File: src/rtl/jt6295_pkg.sv
// Shared widths, legality checks and the saturating clamp for the jt6295 mixer family.
package jt6295_pkg;

  typedef struct packed {
    logic signed [31:0] val;
    logic               clip;
  } sat_t;

  // Slot counter must be able to hold CH itself (the saturated value).
  function automatic int slot_w(input int ch);
    return (ch < 2) ? 1 : $clog2(ch + 1);
  endfunction

  function automatic int acc_w(input int ch, input int iw);
    return iw + $clog2(ch) + 1;
  endfunction

  function automatic bit cfg_ok(input int ch, input int iw, input int ow);
    return (ch >= 1) && (ch <= 16) && (ow >= iw) && (ow <= 24);
  endfunction

  function automatic sat_t saturate(input logic signed [63:0] v, input int w);
    logic signed [63:0] hi;
    logic signed [63:0] lo;
    sat_t               r;
    hi = (64'sd1 <<< (w - 1)) - 64'sd1;
    lo = -hi - 64'sd1;
    r.clip = 1'b0;
    r.val  = 32'(v);
    if (v > hi) begin
      r.val  = 32'(hi);
      r.clip = 1'b1;
    end else if (v < lo) begin
      r.val  = 32'(lo);
      r.clip = 1'b1;
    end
    return r;
  endfunction

endpackage

File: src/rtl/jt6295_mixn_sat.sv
// Combinational master-gain shift and clamp from the AW-bit frame sum to OW bits plus clip.
module jt6295_mixn_sat
  import jt6295_pkg::*;
#(
  parameter int AW = 15,
  parameter int OW = 14
) (
  input  logic signed [AW-1:0] acc,
  input  logic        [2:0]    gain,
  output logic signed [OW-1:0] sound,
  output logic                 clip
);

  localparam int XW = AW + 7;

  logic signed [XW-1:0] scaled;
  sat_t                 r;
  logic                 unused_hi;

  always_comb begin
    scaled = XW'(acc) <<< gain;
    r      = saturate(64'(scaled), OW);
  end

  assign sound     = r.val[OW-1:0];
  assign clip      = r.clip;
  assign unused_hi = ^r.val[31:OW];

endmodule

File: src/rtl/jt6295_mixn.sv
// N-channel ADPCM slot mixer: per-frame accumulate with mute, gain shift, saturation.
// Optional peak-hold meter enabled by defining JT6295_PEAK_EN.
module jt6295_mixn
  import jt6295_pkg::*;
#(
  parameter int CH = 4,
  parameter int IW = 12,
  parameter int OW = 14
) (
  input  logic                 clk,
  input  logic                 rst_n,
  input  logic                 cen,
  input  logic                 cen_sl,
  input  logic signed [IW-1:0] snd_in,
  input  logic        [CH-1:0] mute,
  input  logic        [2:0]    gain,
  output logic signed [OW-1:0] sound,
  output logic                 sample,
  output logic                 clip,
  output logic                 ovf,
  input  logic                 ovf_clr,
  output logic        [OW-1:0] peak,
  input  logic                 peak_clr
);

  localparam int SW = slot_w(CH);
  localparam int AW = acc_w(CH, IW);
  localparam int MW = 2 ** SW;

  generate
    if (!cfg_ok(CH, IW, OW)) begin : g_bad_cfg
      $error("jt6295_mixn: illegal CH/IW/OW combination");
    end
  endgenerate

  logic        [SW-1:0] slot;
  logic signed [AW-1:0] acc;
  logic        [MW-1:0] mute_x;
  logic        [SW-1:0] idx;
  logic signed [AW-1:0] contrib;
  logic                 full;
  logic                 ovf_set;
  logic signed [OW-1:0] sat_sound;
  logic                 sat_clip;

  // A slot arriving with cen belongs to the new frame, so it is slot 0.
  assign mute_x  = MW'(mute);
  assign idx     = cen ? '0 : slot;
  assign contrib = mute_x[idx] ? '0 : AW'(snd_in);
  assign full    = (slot == SW'(CH));
  assign ovf_set = cen_sl && !cen && full;

  jt6295_mixn_sat #(.AW(AW), .OW(OW)) u_sat (
    .acc   (acc),
    .gain  (gain),
    .sound (sat_sound),
    .clip  (sat_clip)
  );

  // Frame accumulation stage -> registered output stage
  always_ff @(posedge clk or negedge rst_n) begin
    if (!rst_n) begin
      slot   <= '0;
      acc    <= '0;
      sound  <= '0;
      clip   <= 1'b0;
      sample <= 1'b0;
      ovf    <= 1'b0;
    end else begin
      sample <= cen;
      if (cen) begin
        sound <= sat_sound;
        clip  <= sat_clip;
        acc   <= cen_sl ? contrib : '0;
        slot  <= cen_sl ? SW'(1) : '0;
      end else if (cen_sl && !full) begin
        acc  <= acc + contrib;
        slot <= slot + SW'(1);
      end
      if (ovf_set)      ovf <= 1'b1;
      else if (ovf_clr) ovf <= 1'b0;
    end
  end

`ifdef JT6295_PEAK_EN
  localparam logic signed [OW-1:0] SMIN = {1'b1, {(OW-1){1'b0}}};
  localparam logic signed [OW-1:0] SMAX = ~SMIN;

  logic [OW-1:0] mag;

  always_comb begin
    mag = sat_sound;
    if (sat_sound[OW-1]) mag = (sat_sound == SMIN) ? SMAX : -sat_sound;
  end

  always_ff @(posedge clk or negedge rst_n) begin
    if (!rst_n) begin
      peak <= '0;
    end else if (cen) begin
      if (peak_clr || (mag > peak)) peak <= mag;
    end else if (peak_clr) begin
      peak <= '0;
    end
  end
`else
  logic unused_peak;
  assign peak        = '0;
  assign unused_peak = peak_clr;
`endif

endmodule

File: config.mk
export PLATFORM = sky130hd
export DESIGN_NAME = jt6295_mixn
export DESIGN_NICKNAME = d
export VERILOG_FILES = /design/src/rtl/jt6295_pkg.sv /design/src/rtl/jt6295_mixn_sat.sv /design/src/rtl/jt6295_mixn.sv
export SDC_FILE = /design/constraint.sdc
export NUM_CORES = 1
export LEC_CHECK = 0
export CORE_MARGIN = 3
export CORE_UTILIZATION = 60
export CTS_BUF_LIST = sky130_fd_sc_hd__clkbuf_4 sky130_fd_sc_hd__clkbuf_8
export DETAILED_ROUTE_END_ITERATION = 6
export HOLD_SLACK_MARGIN = 0.03
export PLACE_DENSITY = 0.91
export SYNTH_ARGS = -nofsm -noshare
export SYNTH_HDL_FRONTEND = slang
export SYNTH_SLANG_ARGS = --single-unit
File: constraint.sdc
create_clock -name clk -period 7.5 [get_ports clk]
set_clock_uncertainty 0.05 [all_clocks]
set_input_delay 2.25 -clock clk [delete_from_list [all_inputs] [get_ports clk]]
set_output_delay 2.25 -clock clk [all_outputs]
set_load 0.01 [all_outputs]
==> results.md, run 1 <==
* Arrival time worst endpoint at 6.90 ns
* Pins Over Slew Limit at 0
* Diodes inserted at 0
* Post-synth EDFFs at 0
* Final Net Count at 483
* Fill count at 415
* Post-DP Area at 3670 sq um
* Critical setup path kind: input pin to flop
* Mapped Area at 3350 sq um
* Number of global-route vias before repair at 3006
* Clock tree buffer depth at 2
* Hold Crit Class: flop to flop
* Setup TNS at 0 ns
* Tcrit/Tclk final at 89.9%
* Worst Tran Pin Value at around 1 ns
* Crit path max fanout at 7
* Core Footprint at 5240 sq um
* Flops & latches, synth at 35
* GR Util met1 at 37.0%
* Remaining Overflow, GRT at 0
* Clk slew on worst S/H paths at 0.08 ns
* Delay of the slowest critical-path stage at between 0.5 and 0.6 ns
* Post-Layout Inst Area at 3770 sq um
* Status: completed
* Syn avg cell area at around 7.8 sq um
* Max_cap viols at 0
* Yosys top cell by area: dfrtp_1
* Static leakage at 1.58 nW
* First-pass GRT wire length at 13900 microns
* CTS tree: done
* Reg2reg setup slack at 2.77 ns
* Die Footprint at 6510 sq um
* Hold_buf cts at 0
* RSZ-0062 raised after global routing: no
* Reg area at 876 sq um
* Ports at 56
* Core Util, Final at 71.9%
* All-layer global routing usage at 26.8%
* Area grow syn2layout at 12.6%
* Final Wtd Congestion at 0.893
* GRT met3 Usage at between 4 and 5%
* Post-synth top flop: dfrtp_1
* Critical path cell sequence: clkdlybuf4s50_1 > nor2_4 > nand4_2 > and3_4 > and2_1 > ha_1 > fa_1 > maj3_2 > a221o_1 > a211oi_1 > o22ai_1 > o41ai_2 > nand2_2 > maj3_2 > a211o_1 > a221oi_2 > xor2_1 > a211oi_1
* Routed Antenna Nets at 0
* GR Layer Usage met2 at between 40% and 50%
* Drt drc at 0
* Critical Path RT at 7.66 ns
* Area of the multi-input gates at roughly 2200 sq um
* Slowest cell on crit path: clkdlybuf4s50_1
* WL/cell at roughly 16 microns
* HPWL Detailed at a little under 6000 microns
* PortBufs at 40
* Top-count cell post-synth: a21oi_1
* Ys Warns at 0
* PostCTS Resize Cnt at 0
* Initial antenna violation count at 0
* Final setup viols at 0
* Worst-Skew Late Latency at about 0.30 ns
* Pin count of the biggest net entering global routing at 48
* Initial drt markers at 286
* CP startpoint kind: input pin
* Achievable Freq at 0.148 GHz
* Max IR drop VDD at 0.153 mV
* Max-slew headroom at 35.0%
* Die span in y at just over 80 microns
* PwrDens at 216 nW/um^2
* Vias per cell at 6.26
* Htree depth at 2
* Clock Sinks at 35
* Synth cell types at 64
* Area contributors post-synth: dfrtp_1, a21oi_1, nor2_1
* Layout cell share with drive strength beyond 1 at 7.80%
* GRT Max-Usage Layer: met2
* Mapped Cells at 431
* Delay-heaviest family, CP: compound AO/OA/AOI/OAI gates
* Die X at 80.7 microns
* CTS Buf Count at 5
* Row count at 26
* Drt pass-1 iters at 5
* Initial Util at between 60% and 70%
* Post-CTS setup buffer count at 0
* Drt total wl at between 8000 and 9000 microns
* Area share of the largest cell type after synthesis at 26.2%
* Hold Vio Cnt, Final at 0
* Root Driver: clkbuf_8
* Ys async rst share at 100%
* Vias at 3247
* Period minus WS final at 6.75 ns
* Crit. End Element: flop
* Commonest cells in the netlist: a21oi_1, nor2_1, nand2_1
* Worst Path Buf+Inv at 1
* Register area share after synthesis at between 20% and 30%
[state kept, by name, summed over array words and instances (netlist names)]
name    cells
ovf         1
acc        15
clip        1
sound      14
slot        3
sample      1
[final timing paths]
| kind | start | to | cells past startpoint |
|---|---|---|---|
| worst max-delay path | cen | acc[12]$_DFFE_PN0P_ | 18 |
| worst min-delay path | sound[13]$_DFFE_PN0P_ | sound[13]$_DFFE_PN0P_ | 1 |
| worst max register to register | slot[1]$_DFFE_PN0P_ | acc[12]$_DFFE_PN0P_ | 17 |
| worst min register to register | sound[13]$_DFFE_PN0P_ | sound[13]$_DFFE_PN0P_ | 1 |
| max in group asynchronous | rst_n | acc[1]$_DFFE_PN0P_ | 2 |
| min in group asynchronous | rst_n | acc[10]$_DFFE_PN0P_ | 2 |
[layout by cell type, fill, tap and decap left out, types with 3 or more instances in the layout]
| cell | netlist | routed |
|---|---|---|
| a21oi_1 | 56 | 56 |
| nor2_1 | 49 | 49 |
| clkdlybuf4s50_1 | 0 | 40 |
| nand2_1 | 38 | 38 |
| dfrtp_1 | 35 | 35 |
| o21ai_0 | 29 | 29 |
| mux2i_1 | 16 | 16 |
| conb_1 | 1 | 14 |
| xnor2_1 | 11 | 11 |
| inv_1 | 10 | 10 |
| and2_1 | 10 | 10 |
| mux2_2 | 10 | 10 |
| a31oi_1 | 10 | 10 |
| ha_1 | 9 | 9 |
| a211oi_1 | 7 | 7 |
| and3_1 | 7 | 7 |
| nand3_1 | 6 | 6 |
| xor2_1 | 6 | 6 |
| a21o_1 | 5 | 5 |
| o22ai_1 | 5 | 5 |
| clkbuf_8 | 0 | 5 |
| buf_4 | 14 | 4 |
| nor3_1 | 3 | 3 |
| o31ai_1 | 3 | 3 |
| a41oi_1 | 3 | 3 |
| maj3_1 | 3 | 3 |
| o2bb2ai_1 | 3 | 3 |
| maj3_2 | 3 | 3 |
[metrics by stage]
stage | total power [mW] | hold slack (ns) | setup WS (ns) | instances
after floorplan | 0.548 | 0.494 | 0.883 | 444
after global placement | 0.648 | 0.445 | 0.570 | 511
after detailed placement | 0.660 | 0.459 | 0.503 | 511
after CTS | 0.810 | 0.481 | 0.808 | 519
after global routing | 0.872 | 0.503 | 0.567 | 519
final | 0.813 | 0.481 | 0.754 | 519
[report_power, final]
group          leakage [nW]  switching [mW]  internal (mW)
combinational          1.13           0.199          0.177
clock                0.0408          0.0829         0.0665
sequential            0.410          0.0583          0.229
[layout make-up]
| cell class | count | share of cell area (%) |
|---|---|---|
| clock buffers | 5 | 1.83 |
| inverters | 10 | 0.997 |
| multi-input cells | 352 | 59.5 |
| well taps | 70 | 2.33 |
| flip-flops and latches | 35 | 23.3 |
| clock inverters | 3 | 0.631 |
| repair buffers | 44 | 11.4 |
[kinds of logic after synthesis]
kind of cell | count (synthesis) | synth area share (%)
DFF | 35 | 26.2
buffers and inverters | 57 | 8.26
AOI/OAI and AO/OA | 146 | 27.4
muxes | 27 | 8.60
and+or+nand+nor | 132 | 19.1
other | 1 | 0.112
adders and majority gates | 16 | 5.87
xor gates and xnor gates | 17 | 4.45
[metal layers]
layer	routed length [microns]	up-vias
li1	-	1565
met5	0	-
met4	121	0
met2	3840	162
met3	662	15
met1	3620	1505
(Power assumes the default switching activity.)
==> run 2, diff against run 1 <==
--- a/config.mk
+++ b/config.mk
@@ -6,11 +6,11 @@
 export NUM_CORES = 1
 export LEC_CHECK = 0
 export CORE_MARGIN = 3
-export CORE_UTILIZATION = 60
+export CORE_UTILIZATION = 56
 export CTS_BUF_LIST = sky130_fd_sc_hd__clkbuf_4 sky130_fd_sc_hd__clkbuf_8
 export DETAILED_ROUTE_END_ITERATION = 6
 export HOLD_SLACK_MARGIN = 0.03
-export PLACE_DENSITY = 0.91
+export PLACE_DENSITY = 0.85
 export SYNTH_ARGS = -nofsm -noshare
 export SYNTH_HDL_FRONTEND = slang
 export SYNTH_SLANG_ARGS = --single-unit
==> constraint.sdc (replaced) <==
create_clock -name clk -period 7.37 [get_ports clk]
set_clock_uncertainty 0.05 [all_clocks]
set_input_delay 2.211 -clock clk [delete_from_list [all_inputs] [get_ports clk]]
set_output_delay 2.211 -clock clk [all_outputs]
set_load 0.01 [all_outputs]
==> run 2 against run 1 <==
Against the previous run:
- wire length up 4.4%
- largest power group unchanged
- sequential power rose by 2%
- flip-flop and latch count is the same
- register-to-register slack worse by 0.17 ns
- largest cell class unchanged
- total power increased by 10%
- final cell count rose by 0.39%
- worst hold slack worse by 0.025 ns
- final area rose by 1.2%
- combinational power rose by 3%
- global-route usage down 1.8 points
- clock-buffer cell count up 1
==> results.md, run 2 (synthesis gave the netlist of run 1 again) <==
* Remaining Overflow, GRT at 0 (unchanged)
* HPWL Detailed at 6250 microns (+7.1%)
* Worst-Skew Late Latency at 0.29 ns (about the same)
* GRT Max-Usage Layer: met2
* GRT met3 Usage at 4.37% (-0.57 points)
* R2R cell count at 17 (unchanged)
* Delay-heaviest family, CP: compound AO/OA/AOI/OAI gates
* Hold_buf cts at 0 (unchanged)
* Number of global-route vias before repair at 3177 (+5.7%)
* Clk slew on worst S/H paths at 0.08 ns (about the same)
* Final setup viols at 0 (unchanged)
* All-layer global routing usage at 25.0% (-1.8 points)
* Fill count at 461 (+11%)
* Capture point of the worst reg-to-reg path: acc[12]$_DFFE_PN0P_
* PortBufs at 40 (unchanged)
* Crit path max fanout at 7 (unchanged)
* Max IR drop VDD at 0.139 mV (-9.2%)
* Setup TNS at 0 ns (unchanged)
* Drt drc at 0 (unchanged)
* Slowest cell on crit path: fa_1
* Routed Antenna Nets at 0 (unchanged)
* Die span in y at 83.3 microns (+3.2%)
* Tcrit/Tclk final at 90.5%
* Vias per cell at 6.32 (+1.1%)
* Most common cell after layout, fill and taps aside: a21oi_1
* GR Layer Usage met2 at 40.7% (-2.7 points)
* Commonest non-fill, non-tap cells in the layout: a21oi_1, nor2_1, clkdlybuf4s50_1
* Initial Util at 59.3% (-4.6 points)
* CP startpoint kind: input pin
* Hold EP: sound[13]$_DFFE_PN0P_
* Area grow syn2layout at 13.9%
* Crit. End Element: flop
* Vias at 3294 (+1.4%)
* Initial drt markers at 304 (+6.3%)
* Critical setup path kind: input pin to flop
* Achievable Freq at 0.150 GHz
* PwrDens at 235 nW/um^2 (+8.7%)
* Gate power share at 43.6% (-2.7 points)
* Initial antenna violation count at 0 (unchanged)
* Internal at 0.553 mW (+17%)
* Die X at 83.3 microns (+3.2%)
* Regs by FF count: acc x15, sound x14, slot x3
* Largest register FFs at 15 (unchanged)
* Reg2reg setup slack at 2.60 ns (-0.17 ns)
* PostCTS Resize Cnt at 0 (unchanged)
* Drt pass-1 iters at 5 (unchanged)
* Critical path cell sequence: clkdlybuf4s50_1 > nor2_4 > nand4_2 > and3_4 > and2_1 > ha_1 > fa_1 > maj3_2 > a221o_1 > a211oi_1 > o22ai_1 > o41ai_2 > nand2_2 > maj3_2 > a211o_1 > a221oi_2 > xor2_1 > a211oi_1
* Hold Vio Cnt, Final at 0 (unchanged)
* Final Net Count at 483 (unchanged)
* Clock tree buffer depth at 2 (unchanged)
* Worst Tran Pin Value at 0.986 ns (+0.0114 ns)
* Largest Register: acc
* Status: completed
* Hold Crit Class: flop to flop
* Row count at 27 (+3.8%)
* Sw frac at 38.2% (-3.6 points)
* Ports at 56 (unchanged)
* Drt total wl at 8610 microns (+4.4%)
* Arrival time worst endpoint at 6.83 ns (-0.07 ns)
* Pin count of the biggest net entering global routing at 42 (-13%)
* Worst Path Buf+Inv at 1 (unchanged)
* Period minus WS final at 6.67 ns
* WL/cell at 16.5 microns (+4.0%)
* Die Footprint at 6940 sq um (+6.6%)
* Post-CTS setup buffer count at 0 (unchanged)
* Total power at 0.895 mW (+10%)
* Critical Path RT at 7.53 ns (-0.13 ns)
* Max-slew headroom at 34.3% (-0.76 points)
* Hold path depth at 1 (unchanged)
* Htree depth at 2 (unchanged)
* Core Util, Final at 67.6% (-4.3 points)
* Seq pwr share at 32.6% (-2.7 points)
* Clock Sinks at 35 (unchanged)
* P_sw at 0.342 mW (+0.52%)
* CTS Buf Count at 5 (unchanged)
* Hold path start: sound[13]$_DFFE_PN0P_
* Max_cap viols at 0 (unchanged)
* Layout cell share with drive strength beyond 1 at 7.80% (unchanged)
* GR Util met1 at 33.6% (-3.4 points)
* Diodes inserted at 0 (unchanged)
* Root Driver: clkbuf_8
* RSZ-0062 raised after global routing: no
* Final Wtd Congestion at 0.942 (+5.5%)
* CTS tree: done
* Static leakage at 1.61 nW (+1.8%)
* Clk pwr share at 23.8% (+5.4 points)
* Core Footprint at 5640 sq um (+7.7%)
* First-pass GRT wire length at 14700 microns (+5.3%)
* Reg2reg start: slot[0]$_DFFE_PN0P_
* Pins Over Slew Limit at 0 (unchanged)
* Delay of the slowest critical-path stage at 0.51 ns (about the same)
[run 2: changes by cell type in the layout (fill, tap and decap cells not counted), sizes merged]
cell	change
inv	-1
clkinvlp	-2
bufinv	+2
clkbuf	+1
[run 2: cell type report]
cell class	instances	area [sq um]	share of cell area [%]
clock buffers	6	76.3	2.00
clock inverters	2	60.1	1.58
inverters	10	37.5	0.985
multi-input cells	352	2240	58.8
flip-flops and latches	35	876	23.0
well taps	72	90.1	2.36
repair buffers	44	430	11.3
[run 2: power by group through the flow]
stage	clock, mW	combinational (mW)	sequential (mW)
6_report	0.213	0.390	0.292
5_1_grt	0.222	0.429	0.300
4_1_cts	0.213	0.388	0.291
3_5_place_dp	0	0.383	0.294
3_3_place_gp	0	0.370	0.293
2_1_floorplan	0	0.283	0.275
[run 2: stage by stage]
step	cell area [sq um]	hold WS (ns)	setup WS [ns]	std cells
after detailed placement	3680	0.446	0.416	513
after floorplan	3390	0.494	0.792	444
final	3810	0.457	0.699	521
after global routing	3810	0.476	0.473	521
after CTS	3810	0.461	0.701	521
after global placement	3680	0.445	0.526	513
[run 2: how the worst max path moves through the flow]
stage,depth (start not counted),startpoint,to
after floorplan,21,cen,acc[12]$_DFFE_PN0P_
after detailed placement,18,cen,acc[12]$_DFFE_PN0P_
after global placement,18,cen,acc[12]$_DFFE_PN0P_
after global routing,18,cen,acc[12]$_DFFE_PN0P_
final,18,cen,acc[12]$_DFFE_PN0P_
after CTS,18,cen,acc[12]$_DFFE_PN0P_
[run 2: layer usage]
metal / wire length (microns) / share of wire [%]
met5: 0 / 0
met2: 4130 / 48
met4: 150 / 1.7
met1: 3820 / 44
met3: 511 / 5.9
==> run 3, diff against run 2 <==
--- a/config.mk
+++ b/config.mk
@@ -10,6 +10,7 @@
 export CTS_BUF_LIST = sky130_fd_sc_hd__clkbuf_4 sky130_fd_sc_hd__clkbuf_8
 export DETAILED_ROUTE_END_ITERATION = 6
 export HOLD_SLACK_MARGIN = 0.03
+export MAX_ROUTING_LAYER = met4
 export PLACE_DENSITY = 0.85
 export SYNTH_ARGS = -nofsm -noshare
 export SYNTH_HDL_FRONTEND = slang
==> run 3 against run 2 <==
Against the previous run:
- register-to-register slack better by 0.05 ns
- non-clock buffer count stayed put
- sequential power hardly changed
- final cell count stayed put
- die area stayed put
- combinational power is 1% lower
- global-route usage is 0.22 points lower
- critical endpoint unchanged
- fmax is 0.35% lower
- clock-buffer cell count is 1 lower
==> results.md, run 3 (synthesis gave the netlist of run 1 again) <==
* Ports at 56 (unchanged)
* Arrival time worst endpoint at 6.84 ns (about the same)
* Die span in y at 83.3 microns (unchanged)
* Critical Path RT at 7.52 ns (about the same)
* CP startpoint kind: input pin
* P_sw at 0.340 mW (-0.78%)
* Delay-heaviest family, CP: compound AO/OA/AOI/OAI gates
* Post-CTS setup buffer count at 0 (unchanged)
* Max_cap viols at 0 (unchanged)
* WL/cell at 15.9 microns (-3.7%)
* Initial Util at 59.3% (unchanged)
* HPWL Detailed at 6120 microns (-2.0%)
* Static leakage at 1.60 nW (-0.66%)
* Layout cell share with drive strength beyond 1 at 7.80% (unchanged)
* CTS Buf Count at 5 (unchanged)
* Critical setup path kind: input pin to flop
* Clock Sinks at 35 (unchanged)
* Worst Tran Pin Value at 0.930 ns (-0.0557 ns)
* Delay of the slowest critical-path stage at 0.51 ns (about the same)
* Critical path cell sequence: clkdlybuf4s50_1 > nor2_4 > nand4_2 > and3_4 > and2_1 > ha_1 > fa_1 > maj3_2 > a221o_1 > a211oi_1 > o22ai_1 > o41ai_2 > nand2_2 > maj3_2 > a211o_1 > a221oi_2 > xor2_1 > a211oi_1
* Most common cell after layout, fill and taps aside: a21oi_1
* Final setup viols at 0 (unchanged)
* Diodes inserted at 0 (unchanged)
* Hold Crit Class: flop to flop
* Area grow syn2layout at 13.2%
* Status: completed
* PwrDens at 225 nW/um^2 (-4.0%)
* Drt drc at 0 (unchanged)
* Regs by FF count: acc x15, sound x14, slot x3
* PostCTS Resize Cnt at 0 (unchanged)
* Pin count of the biggest net entering global routing at 36 (-14%)
* Slowest cell on crit path: clkdlybuf4s50_1
* Crit path max fanout at 7 (unchanged)
* Crit. End Element: flop
* Hold_buf cts at 0 (unchanged)
* Initial antenna violation count at 0 (unchanged)
* Worst-Skew Late Latency at 0.29 ns (about the same)
* Clk pwr share at 20.6% (-3.2 points)
* Vias at 3258 (-1.1%)
* Period minus WS final at 6.69 ns (+0.0234 ns)
* Die Footprint at 6940 sq um (unchanged)
* Largest Register: acc
* Root Driver: clkbuf_8
* PortBufs at 40 (unchanged)
* Tcrit/Tclk final at 90.8% (+0.32 points)
* Drt total wl at 8290 microns (-3.7%)
* Gate power share at 45.1% (+1.5 points)
* Max IR drop VDD at 0.136 mV (-2.2%)
* Drt pass-1 iters at 7 (+2)
* CTS tree: done
* Number of global-route vias before repair at 2923 (-8.0%)
* Internal at 0.514 mW (-7.0%)
* Remaining Overflow, GRT at 0 (unchanged)
* Clock tree buffer depth at 2 (unchanged)
* Sw frac at 39.8% (+1.5 points)
* Achievable Freq at 0.149 GHz (-0.35%)
* Post-Layout Inst Area at 3790 sq um (-0.62%)
* Vias per cell at 6.25 (-1.1%)
* First-pass GRT wire length at 14200 microns (-3.4%)
* Die X at 83.3 microns (unchanged)
* All-layer global routing usage at 24.8% (-0.22 points)
* Seq pwr share at 34.3% (+1.7 points)
* Core Footprint at 5640 sq um (unchanged)
* Commonest non-fill, non-tap cells in the layout: a21oi_1, nor2_1, clkdlybuf4s50_1
* Post-DP Area at 3680 sq um (unchanged)
* Routed Antenna Nets at 0 (unchanged)
* Clk slew on worst S/H paths at 0.07 ns (about the same)
* Setup TNS at 0 ns (unchanged)
* Initial drt markers at 339 (+12%)
* Largest register FFs at 15 (unchanged)
* Final Net Count at 483 (unchanged)
* Hold Vio Cnt, Final at 0 (unchanged)
* Worst Path Buf+Inv at 1 (unchanged)
* Max-slew headroom at 38.0% (+3.7 points)
* RSZ-0062 raised after global routing: no
* Htree depth at 2 (unchanged)
* Final Wtd Congestion at 0.950 (+0.89%)
* Pins Over Slew Limit at 0 (unchanged)
* Row count at 27 (unchanged)
==> run 3: changes by cell type in the layout (fill, tap and decap cells not counted) <==
cell,previous run,this run
clkbuf_4,1,0
clkinv_4,0,1
clkinv_2,0,1
bufinv_16,2,1
==> run 3: final cells by class <==
type / count / area [sq um]
clock buffers: 5 / 68.8
clock inverters: 3 / 43.8
fillers: 486 / 1850
inverters: 10 / 37.5
multi-input cells: 352 / 2240
flip-flops and latches: 35 / 876
well taps: 72 / 90.1
repair buffers: 44 / 430
==> run 3: stage by stage <==
stage	setup WS, ns	power, mW	hold slack [ns]	std cells	utilization [%]
floorplan	0.792	0.558	0.494	444	-
global placement	0.483	0.663	0.444	513	65.2
detailed placement	0.405	0.676	0.446	513	65.2
CTS	0.702	0.853	0.467	521	67.2
global route	0.391	0.913	0.484	521	67.2
finish	0.676	0.854	0.462	521	67.2
==> run 3: final timing paths <==
check,from,slack (ns),depth (start not counted),endpoint
max in group asynchronous,rst_n,4.64,2,acc[5]$_DFFE_PN0P_
worst min-delay path,sound[13]$_DFFE_PN0P_,0.46,1,sound[13]$_DFFE_PN0P_
worst min register to register,sound[13]$_DFFE_PN0P_,0.46,1,sound[13]$_DFFE_PN0P_
worst max-delay path,cen,0.68,18,acc[12]$_DFFE_PN0P_
min in group asynchronous,rst_n,2.29,2,acc[7]$_DFFE_PN0P_
worst max register to register,slot[0]$_DFFE_PN0P_,2.65,17,acc[12]$_DFFE_PN0P_
==> run 3: power groups by stage <==
stage                     Sequential [mW]  Combinational, mW  Clock, mW
after floorplan                     0.275              0.283          0
after global placement              0.293              0.370          0
after detailed placement            0.295              0.381          0
after CTS                           0.292              0.383      0.178
after global routing                0.301              0.425      0.187
final                               0.293              0.385      0.176
==> run 3: layer usage <==
layer	vias to the layer above	routed length (microns)	GRT usage [%]	part of all wire (%)
li1	1584	-	-	-
met1	1542	3860	33.3	47
met2	115	3850	39.1	46
met3	17	459	4.07	5.5
met4	0	127	6.24	1.5
met5	-	0	-	0
==> run 3: worst reg2reg max path: stages, from the launching register on <==
cell and delay, ns:
dfrtp_1 0.46, nor3_1 0.25, o21ai_2 0.15, and3_4 0.22, and2_1 0.16, ha_1 0.20
fa_1 0.50, maj3_2 0.36, a221o_1 0.29, a211oi_1 0.24, o22ai_1 0.21, o41ai_2 0.11
nand2_2 0.15, maj3_2 0.34, a211o_1 0.35, a221oi_2 0.26, xor2_1 0.10, a211oi_1 0.23
